===== src/rtl/opll_reg_writer.sv =====
// opll_reg_writer
// CPU-side register file for a YM2413-style FM core. The CPU writes an address
// byte (cpu_a0=0) and then a data byte (cpu_a0=1). The data write is parked in
// a one-entry pending buffer. It commits into the channel register array on
// the next stage-3 slot-pipeline enable. The read side presents the
// parameters of channel slot>>1 to the slot pipeline. Those outputs reload
// on every stage-0 enable.
//
// Ports
//   clk, reset        system clock; synchronous active-high reset
//   clkena            slot-pipeline enable, one pulse per stage
//   slot, stage       current slot 0..17 and stage 0..3
//   cpu_wr, cpu_a0,   CPU write strobe, port select (0=address, 1=data),
//   cpu_d             and write data
//   busy, overrun     write pending; one-clk pulse when pending data is replaced
//   fnum, blk, key,   per-slot channel parameters, loaded at stage 0
//   sus, inst, vol
//   rhythm            rhythm-mode bit from register 0x0E bit5 (not per-slot)
//   voice_wr,         one-clk pulse on a commit to 0x00-0x07, with the low
//   voice_addr,       address bits and the data byte
//   voice_data
//
// Build option
//   VM2413_RHYTHM_KEY_EN  When defined, the rhythm key bits from 0x0E bits4:0
//                         are ORed into key for slots 12..17 while rhythm=1.

module opll_reg_writer (
    input  logic       clk,
    input  logic       reset,
    input  logic       clkena,
    input  logic [4:0] slot,
    input  logic [1:0] stage,
    input  logic       cpu_wr,
    input  logic       cpu_a0,
    input  logic [7:0] cpu_d,
    output logic       busy,
    output logic       overrun,
    output logic [8:0] fnum,
    output logic [2:0] blk,
    output logic       key,
    output logic       sus,
    output logic [3:0] inst,
    output logic [3:0] vol,
    output logic       rhythm,
    output logic       voice_wr,
    output logic [2:0] voice_addr,
    output logic [7:0] voice_data
);

    localparam int NUM_CH = 9;

    // CPU-side latches
    logic [7:0] addr_reg;
    logic [7:0] pend_addr;
    logic [7:0] pend_data;

    // Channel register array
    logic [NUM_CH-1:0][8:0] ch_fnum;
    logic [NUM_CH-1:0][2:0] ch_blk;
    logic [NUM_CH-1:0]      ch_key;
    logic [NUM_CH-1:0]      ch_sus;
    logic [NUM_CH-1:0][3:0] ch_inst;
    logic [NUM_CH-1:0][3:0] ch_vol;
    logic                   rhy_en;
`ifdef VM2413_RHYTHM_KEY_EN
    logic [4:0]             rhy_keys;   // {BD, SD, TOM, CYM, HH}
`endif

    // Write-side decode
    logic       data_wr;
    logic       addr_wr;
    logic       commit;
    logic [3:0] pend_ch;
    logic       ch_ok;
    logic       wr_fnum;
    logic       wr_ctl;
    logic       wr_ivol;
    logic       wr_rhy;
    logic       wr_voice;

    // Read-side decode
    logic       load;
    logic       slot_ok;
    logic [3:0] rd_ch;
    logic       key_next;

    always_comb begin
        data_wr  = cpu_wr &  cpu_a0;
        addr_wr  = cpu_wr & ~cpu_a0;
        commit   = clkena && (stage == 2'd3) && busy;
        pend_ch  = pend_addr[3:0];
        ch_ok    = (pend_ch <= 4'd8);
        // Low nibbles 9..F of the 0x1n/0x2n/0x3n rows are not channels and
        // are dropped like any other unmapped address.
        wr_fnum  = commit && (pend_addr[7:4] == 4'h1) && ch_ok;
        wr_ctl   = commit && (pend_addr[7:4] == 4'h2) && ch_ok;
        wr_ivol  = commit && (pend_addr[7:4] == 4'h3) && ch_ok;
        wr_rhy   = commit && (pend_addr == 8'h0E);
        wr_voice = commit && (pend_addr[7:3] == 5'd0);
    end

    // Address latch and one-deep pending buffer. A data write on the commit
    // edge lands behind the entry being committed, so it is not an overrun.
    always_ff @(posedge clk) begin
        if (reset) begin
            addr_reg  <= 8'd0;
            pend_addr <= 8'd0;
            pend_data <= 8'd0;
            busy      <= 1'b0;
            overrun   <= 1'b0;
        end else begin
            overrun <= 1'b0;
            if (addr_wr)
                addr_reg <= cpu_d;
            if (data_wr) begin
                pend_addr <= addr_reg;
                pend_data <= cpu_d;
                busy      <= 1'b1;
                overrun   <= busy && !commit;
            end else if (commit) begin
                busy <= 1'b0;
            end
        end
    end

    // Commit into the channel register array
    always_ff @(posedge clk) begin
        if (reset) begin
            ch_fnum  <= '0;
            ch_blk   <= '0;
            ch_key   <= '0;
            ch_sus   <= '0;
            ch_inst  <= '0;
            ch_vol   <= '0;
            rhy_en   <= 1'b0;
`ifdef VM2413_RHYTHM_KEY_EN
            rhy_keys <= 5'd0;
`endif
        end else begin
            if (wr_fnum)
                ch_fnum[pend_ch][7:0] <= pend_data;
            if (wr_ctl) begin
                ch_sus[pend_ch]     <= pend_data[5];
                ch_key[pend_ch]     <= pend_data[4];
                ch_blk[pend_ch]     <= pend_data[3:1];
                ch_fnum[pend_ch][8] <= pend_data[0];
            end
            if (wr_ivol) begin
                ch_inst[pend_ch] <= pend_data[7:4];
                ch_vol[pend_ch]  <= pend_data[3:0];
            end
            if (wr_rhy) begin
                rhy_en   <= pend_data[5];
`ifdef VM2413_RHYTHM_KEY_EN
                rhy_keys <= pend_data[4:0];
`endif
            end
        end
    end

    // Voice port: commits to 0x00-0x07 go straight out as a strobe
    always_ff @(posedge clk) begin
        if (reset) begin
            voice_wr   <= 1'b0;
            voice_addr <= 3'd0;
            voice_data <= 8'd0;
        end else begin
            voice_wr <= wr_voice;
            if (wr_voice) begin
                voice_addr <= pend_addr[2:0];
                voice_data <= pend_data;
            end
        end
    end

    // Read side. Two slots share a channel (modulator/carrier).
    always_comb begin
        load    = clkena && (stage == 2'd0);
        slot_ok = (slot < 5'd18);
        rd_ch   = slot[4:1];
    end

`ifdef VM2413_RHYTHM_KEY_EN
    logic rhy_key_bit;

    // Percussion slots: BD spans both slots of channel 6, the remaining four
    // instruments take one slot each in channels 7 and 8.
    always_comb begin
        rhy_key_bit = 1'b0;
        case (slot)
            5'd12, 5'd13: rhy_key_bit = rhy_keys[4];   // BD
            5'd14:        rhy_key_bit = rhy_keys[0];   // HH
            5'd15:        rhy_key_bit = rhy_keys[3];   // SD
            5'd16:        rhy_key_bit = rhy_keys[2];   // TOM
            5'd17:        rhy_key_bit = rhy_keys[1];   // CYM
            default:      rhy_key_bit = 1'b0;
        endcase
        key_next = ch_key[rd_ch] | (rhy_en & rhy_key_bit);
    end
`else
    // The 0x0E key bits have no effect in this build, so they are not kept.
    always_comb begin
        key_next = ch_key[rd_ch];
    end
`endif

    always_ff @(posedge clk) begin
        if (reset) begin
            fnum <= 9'd0;
            blk  <= 3'd0;
            key  <= 1'b0;
            sus  <= 1'b0;
            inst <= 4'd0;
            vol  <= 4'd0;
        end else if (load) begin
            if (slot_ok) begin
                fnum <= ch_fnum[rd_ch];
                blk  <= ch_blk[rd_ch];
                key  <= key_next;
                sus  <= ch_sus[rd_ch];
                inst <= ch_inst[rd_ch];
                vol  <= ch_vol[rd_ch];
            end else begin
                fnum <= 9'd0;
                blk  <= 3'd0;
                key  <= 1'b0;
                sus  <= 1'b0;
                inst <= 4'd0;
                vol  <= 4'd0;
            end
        end
    end

    assign rhythm = rhy_en;

endmodule

===== config.mk =====
export PLATFORM = sky130hd
export DESIGN_NAME = opll_reg_writer
export DESIGN_NICKNAME = d
export VERILOG_FILES = /design/src/rtl/opll_reg_writer.sv
export SDC_FILE = /design/constraint.sdc
export NUM_CORES = 1
export LEC_CHECK = 0
export BUFFER_PORTS_ARGS = -buffer_cell sky130_fd_sc_hd__buf_2
export CORE_ASPECT_RATIO = 0.7
export CORE_MARGIN = 4
export CORE_UTILIZATION = 49
export DETAILED_ROUTE_END_ITERATION = 7
export PLACE_DENSITY = 0.66
export SYNTH_ARGS = -nofsm -noshare
export SYNTH_HDL_FRONTEND = slang
export SYNTH_SLANG_ARGS = --single-unit

===== constraint.sdc =====
create_clock -name clk -period 1.6 [get_ports clk]
set_clock_uncertainty 0.2 [all_clocks]
set_input_delay 0.16 -clock clk [delete_from_list [all_inputs] [get_ports clk]]
set_output_delay 0.16 -clock clk [all_outputs]
set_load 0.02 [all_outputs]

# --- Yosys cells after proc, flatten, opt, wreduce, memory -nomap -nowiden ---
# Cells that the tools add are included.
classes:
  order_cmp: 5
  eq_ne: 5
  n_mux: 40
  bitwise: 4
  n_reduce_logical: 18
ops:
  columns: ["operator", "count"]
  rows:
  - ["81-bit 2-to-1 mux", 3]
  - ["81-bit bitwise mux", 2]
  - ["36-bit bitwise mux", 2]
  - ["9-bit demux with 4-bit select", 2]
  - ["9-bit binary-select mux with 4-bit select", 1]
  - ["4-bit binary-select mux with 4-bit select", 2]
  - ["27-bit bitwise mux", 1]
  - ["9-bit 2-to-1 mux", 3]
  - ["4-bit 2-to-1 mux", 5]
  - ["9-bit bitwise mux", 2]
  - ["4-bit demux with 4-bit select", 1]
  - ["1-bit logical AND", 13]
  - ["3-bit binary-select mux with 4-bit select", 1]
  - ["3-bit demux with 4-bit select", 1]
  - ["4-bit by 5-bit less-than comparator with 1-bit output (second input constant)", 2]
  - ["3-bit 2-to-1 mux", 3]
  - ["1-bit binary-select mux with 4-bit select", 2]
  - ["4-bit by 2-bit == test with 1-bit output (second input constant)", 2]
  - ["8-bit by 4-bit == test with 1-bit output (second input constant)", 1]
  - ["8-bit 2-to-1 mux", 1]
  - ["1-bit 2-to-1 mux", 7]
  - ["5-bit logical NOT", 1]
  - ["5-bit less-than comparator (second input constant)", 1]
  - ["1-bit demux with 4-bit select", 1]
  - ["10 further kinds", 12]
word_totals:
  regBits: 259
  output_inout_bits: 37
  elab_cells: 125

# --- Longest topological paths before layout ---
depth:
  depth_word: 9
  ltp_mapped: 6
  mapped_depth_nobuf: 3

# --- Least setup slack after synthesis ---
# Ideal clock, no wire load.
synth_timing:
  path_type: "reg2reg"
  start: "register busy"
  end: "register ch_blk[24] (netlist bit)"
  setup_ns: 0.132
  arrival_ns: 1.461
  t_required_ns: 1.268
  path_slack_ns: -0.194
  stages_incl_launch_ff: 5
  period_less_slack_ns: 1.794
  path_cell_list: "dfxtp_1 -> nor3b_4 -> buf_6 -> nand4_2 -> mux2i_1"
synth_via:
  elab_chain_cells: 3
synth_lines:
  columns: ["element", "line_no", "text"]
  rows:
  - ["from (decl)", "36", "output logic busy,"]
  - ["from (signal assigned)", "109", "busy <= 1'b0;"]
  - ["from (signal assigned)", "118", "busy <= 1'b1;"]
  - ["from (signal assigned)", "121", "busy <= 1'b0;"]
  - ["1-bit logical AND", "90", "commit = clkena && (stage == 2'd3) && busy;"]
  - ["1-bit logical AND (2 in a row)", "96", "wr_ctl = commit && (pend_addr[7:4] == 4'h2) && ch_ok;"]
  - ["to (signal, indexed assignment)", "145", "ch_blk[pend_ch] <= pend_data[3:1];"]
  - ["to (decl)", "59", "logic [NUM_CH-1:0][2:0] ch_blk;"]
# No other way between the ends.
# A chain may end at the register's enable or synchronous reset.

# --- Final worst setup path ---
layout_timing:
  start: "register pend_addr[1]"
  end: "register ch_fnum[41] (netlist bit)"
layout_via:
  elab_chain_cells: 9
  elab_cells_between_ends: 14
layout_lines:
  columns: ["element", "line_no", "text"]
  rows:
  - ["from (decl)", "54", "logic [7:0] pend_addr;"]
  - ["from (signal assigned)", "116", "pend_addr <= addr_reg;"]
  - ["4-bit by 5-bit less-than comparator with 1-bit output (implied by the code) / 4-bit by 1-bit >= comparator with 1-bit output (equally long branches)", "141", "ch_fnum[pend_ch][7:0] <= pend_data;"]
  - ["1-bit logical AND (implied by the code)", "141", null]
  - ["8-bit 2-to-1 mux (implied by the code)", "141", null]
  - ["9-bit demux with 4-bit select", "141", null]
  - ["81-bit bitwise mux", "141", null]
  - ["81-bit 2-to-1 mux", "140", "if (wr_fnum)"]
  - ["81-bit 2-to-1 mux", "128", "if (reset) begin"]
  - ["81-bit bitwise mux", "146", "ch_fnum[pend_ch][8] <= pend_data[0];"]
  - ["81-bit 2-to-1 mux *", "142", "if (wr_ctl) begin"]
  - ["to (signal, indexed assignment)", "141", null]
  - ["to (signal, indexed assignment)", "146", null]
  - ["to (decl)", "58", "logic [NUM_CH-1:0][8:0] ch_fnum;"]
# Every way passes the cells marked *; elsewhere a longest branch is shown, timed or not. The select of a mux whose other input is x is not followed.

==> run_results.csv <==
group,metric,value,unit
global_routing,grt_pass1_wl,48.8,mm
place,place_area,0.0135,mm2
yosys,syn-num-nets,1100,
run,drv_cap,0,
routing,ant_nets,0,
final_layout,final_common_cell,"dfxtp_1",
timing,grt_setup_unrepaired,"true",
global_routing,globalRouteTotalUtil,0.220,
die,die_w,195,um
power_and_ir_drop,p_per_area,928,mW/mm2
power_and_ir_drop,p_clk_frac,0.465,
global_routing,grt_pass1_vias,8759,
timing,setup_tns,-3.83,ns
worst_hold_path,hold_end,"pend_data[4]",
final_layout,antenna_cells,0,
power_and_ir_drop,pwr-share-comb,0.063,
die,start_util,0.502,
clock_tree,numCtsBuffers,26,
final_layout,multiInputGateArea,0.00644,mm2
die,io_pins,57,
place,hpwl,19.6,mm
yosys,yosysWarnings,0,
worst_setup_path,cp_slowest_cell,"dfxtp_4",
routing,vias,8438,
yosys,yosysSeqAreaShare,0.433,
final_layout,syn_to_final_growth,23.8,%
clock_tree,cts.clk_slew.worst_paths,0.06,ns
final_layout,layout_common_cells,"dfxtp_1, nand2b_1, mux2i_1",
worst_setup_path,critPathArrivalTime,1.89,ns
routing,route.detailed.drc,0,
place,port-buffer-count,55,
timing,slew_violations,0,
worst_setup_path,crit_fanout,8,
power_and_ir_drop,power,0.0138,W
timing,max-slew-margin-rel,0.298,
worst_hold_path,min_delay_path_depth,5,
power_and_ir_drop,power.leakage,6.86,nW
worst_setup_path,cp_slowest_stage_delay,0.36,ns
power_and_ir_drop,p_int,0.0107,W
worst_setup_path,crit_required,1.81,ns
worst_setup_path,crit_top_cell,"buf_12",
yosys,syn_avg_cell_area,11.1,um2
timing,fmax,595,MHz
worst_setup_path,worst-setup-path-type,"reg -> reg",
power_and_ir_drop,pwr-share-seq,0.472,
final_layout,drive_above_1_share,0.263,
clock_tree,cts_sinks,259,
power_and_ir_drop,peakVddDrop,0.000934,V
timing,finalSetupViolations,117,
clock_tree,clockBufferDepth,3,
worst_setup_path,crit_path_start_kind,"register",
routing,viasPerCell,5.50,
worst_setup_path,r2r_slack,-0.08,ns
final_layout,regMostFlops,"ch_fnum",
routing,dr.first_iter.drc_count,504,
outcome,violations,"negative hold slack, negative setup slack",
yosys,syn_area,0.0120,mm2
worst_setup_path,crit_chain,"buf_12 -> nor4b_4 -> buf_4 -> buf_12 -> nand3_4 -> mux2i_1",
timing,final.period_utilization,1.05,
worst_setup_path,r2r-end,"ch_fnum[41]",
clock_tree,ctsRootBufferMaster,"clkbuf_16",
timing,period_minus_slack,1.68,ns
routing,drt-pass1-iter-count,5,
timing,tightest_slew,1.05,ns
clock_tree,h-tree-depth,1,
final_layout,seq_area,0.00521,mm2
final_layout,largest_register_ffs,81,
global_routing,grt-ovfl-total,0,
worst_hold_path,holdCritPathClass,"in -> reg",
die,die_y,139,um
final_layout,nNetsFinal,1215,
routing,wl,30.2,mm
yosys,synth_cell_types,44,
clock_tree,insertion_delay,0.53,ns
worst_setup_path,end_kind,"register",
timing,hold_viol,4,
global_routing,grt_start_max_net_pins,89,
timing,setup_ws,-0.0805,ns
outcome,outcome,"finished, violations left",
routing,wl_per_cell,19.7,um
die,dieArea,0.0271,mm2
global_routing,antenna_found_initial,0,
worst_setup_path,ff2ff_path_depth,6,
power_and_ir_drop,sw_frac_of_total,0.224,
yosys,ys_seq_elements,259,
final_layout,fin_area,0.0148,mm2
power_and_ir_drop,p_switching,0.00308,W
final_layout,fillers,1958,
worst_setup_path,reg2reg_from,"pend_addr[1]",
timing,whs,-0.0124,ns
clock_tree,tritoncts,"yes",
place,gp_congestion,0.772,
yosys,syn_inst,1080,
worst_hold_path,hold_start,"cpu_a0",
die,num_rows,47,
die,coreArea,0.0239,mm2
final_layout,reg_top3,"ch_fnum: 81 flops, ch_inst: 36 flops, ch_vol: 36 flops",
==> worst max-delay path by stage <==
stage / from / to / slack (ns) / depth (start not counted)
3_3_place_gp: slot[1] / fnum[8] / -0.16 / 5
4_1_cts: pend_addr[1] / ch_blk[14] / -0.08 / 6
6_report: pend_addr[1] / ch_fnum[41] / -0.08 / 6
3_5_place_dp: slot[1] / blk[2] / -0.19 / 5
5_1_grt: pend_addr[5] / ch_fnum[70] / -0.14 / 5
2_1_floorplan: busy / ch_blk[15] / -0.07 / 4
==> critical path, delay by kind of cell (launching register included) <==
kind / cells / cell delay (ns)
mux: 1 / 0.18
buf+inv: 3 / 0.43
simple gates: 2 / 0.39
flops: 1 / 0.36
==> logic make-up after synthesis <==
| kind of cell | share of synthesized area |
|---|---|
| and+or+nand+nor | 0.220 |
| muxes | 0.265 |
| DFF | 0.433 |
| buffers and inverters | 0.0442 |
| AOI/OAI and AO/OA | 0.0385 |
==> routing by layer <==
layer	routed length [um]	GRT usage	share of wire
met1	15000	0.333	0.50
met2	13300	0.339	0.44
met3	1380	0.0325	0.046
met4	459	0.0386	0.015
met5	0	0	0
==> metrics by stage <==
step,util,cells,setup WS [ns]
2_1_floorplan,-,1080,-0.0673
6_report,0.622,1533,-0.0805
5_1_grt,0.622,1533,-0.140
3_5_place_dp,0.565,1452,-0.193
4_1_cts,0.619,1530,-0.0754
3_3_place_gp,0.565,1452,-0.161
==> power groups by stage <==
stage / sequential (W) / combinational (W) / clock, W
4_1_cts: 0.00649 / 0.000854 / 0.00651
3_3_place_gp: 0.00664 / 0.000784 / 0
2_1_floorplan: 0.00665 / 0.000501 / 0
3_5_place_dp: 0.00665 / 0.000791 / 0
6_report: 0.00649 / 0.000874 / 0.00640
5_1_grt: 0.00649 / 0.000927 / 0.00680
==> synthesized netlist by cell type (all sizes together) <==
| master | instances | area [um2] |
|---|---|---|
| nor2 | 11 | 41.3 |
| o2111ai | 13 | 114 |
| nor2b | 4 | 25.0 |
| nor3 | 2 | 10.0 |
| nor4 | 2 | 27.5 |
| or3b | 2 | 17.5 |
| mux4 | 35 | 788 |
| inv | 13 | 48.8 |
| and4 | 1 | 8.76 |
| dfxtp | 259 | 5180 |
| nor3b | 1 | 18.8 |
| or3 | 1 | 6.26 |
| o31ai | 3 | 22.5 |
| nand3 | 48 | 288 |
| clkbuf | 46 | 173 |
| or4b | 10 | 100 |
| a21oi | 29 | 145 |
| nand4b | 1 | 8.76 |
| and3 | 11 | 68.8 |
| and2 | 2 | 12.5 |
| mux2 | 18 | 236 |
| a221o | 18 | 180 |
| mux2i | 215 | 2150 |
| and4b | 2 | 20.0 |
| nand4 | 22 | 329 |
| nor4b | 7 | 128 |
| nand2b | 217 | 1360 |
| buf | 50 | 308 |
| and4bb | 3 | 37.5 |
| nand2 | 34 | 128 |
==> area by class of cell <==
| cell class | count | share of cell area |
|---|---|---|
| sequential | 259 | 0.351 |
| clock buffer | 36 | 0.0512 |
| clock inverter | 12 | 0.00970 |
| tap | 318 | 0.0268 |
| multi-input combinational | 712 | 0.434 |
| timing repair buffer | 183 | 0.124 |
| inverter | 13 | 0.00329 |
==> repair_timing <==
item,4_1_cts,5_1_grt
gates cloned,0,0
setup buffers,11,6
setup endpoints to repair,192,210
endpoints found under the hold margin,33,0
hold buffers,19,0
resized for setup,28,12
pin swaps,9,6
Note: power is estimated with default switching activity, not from simulation.
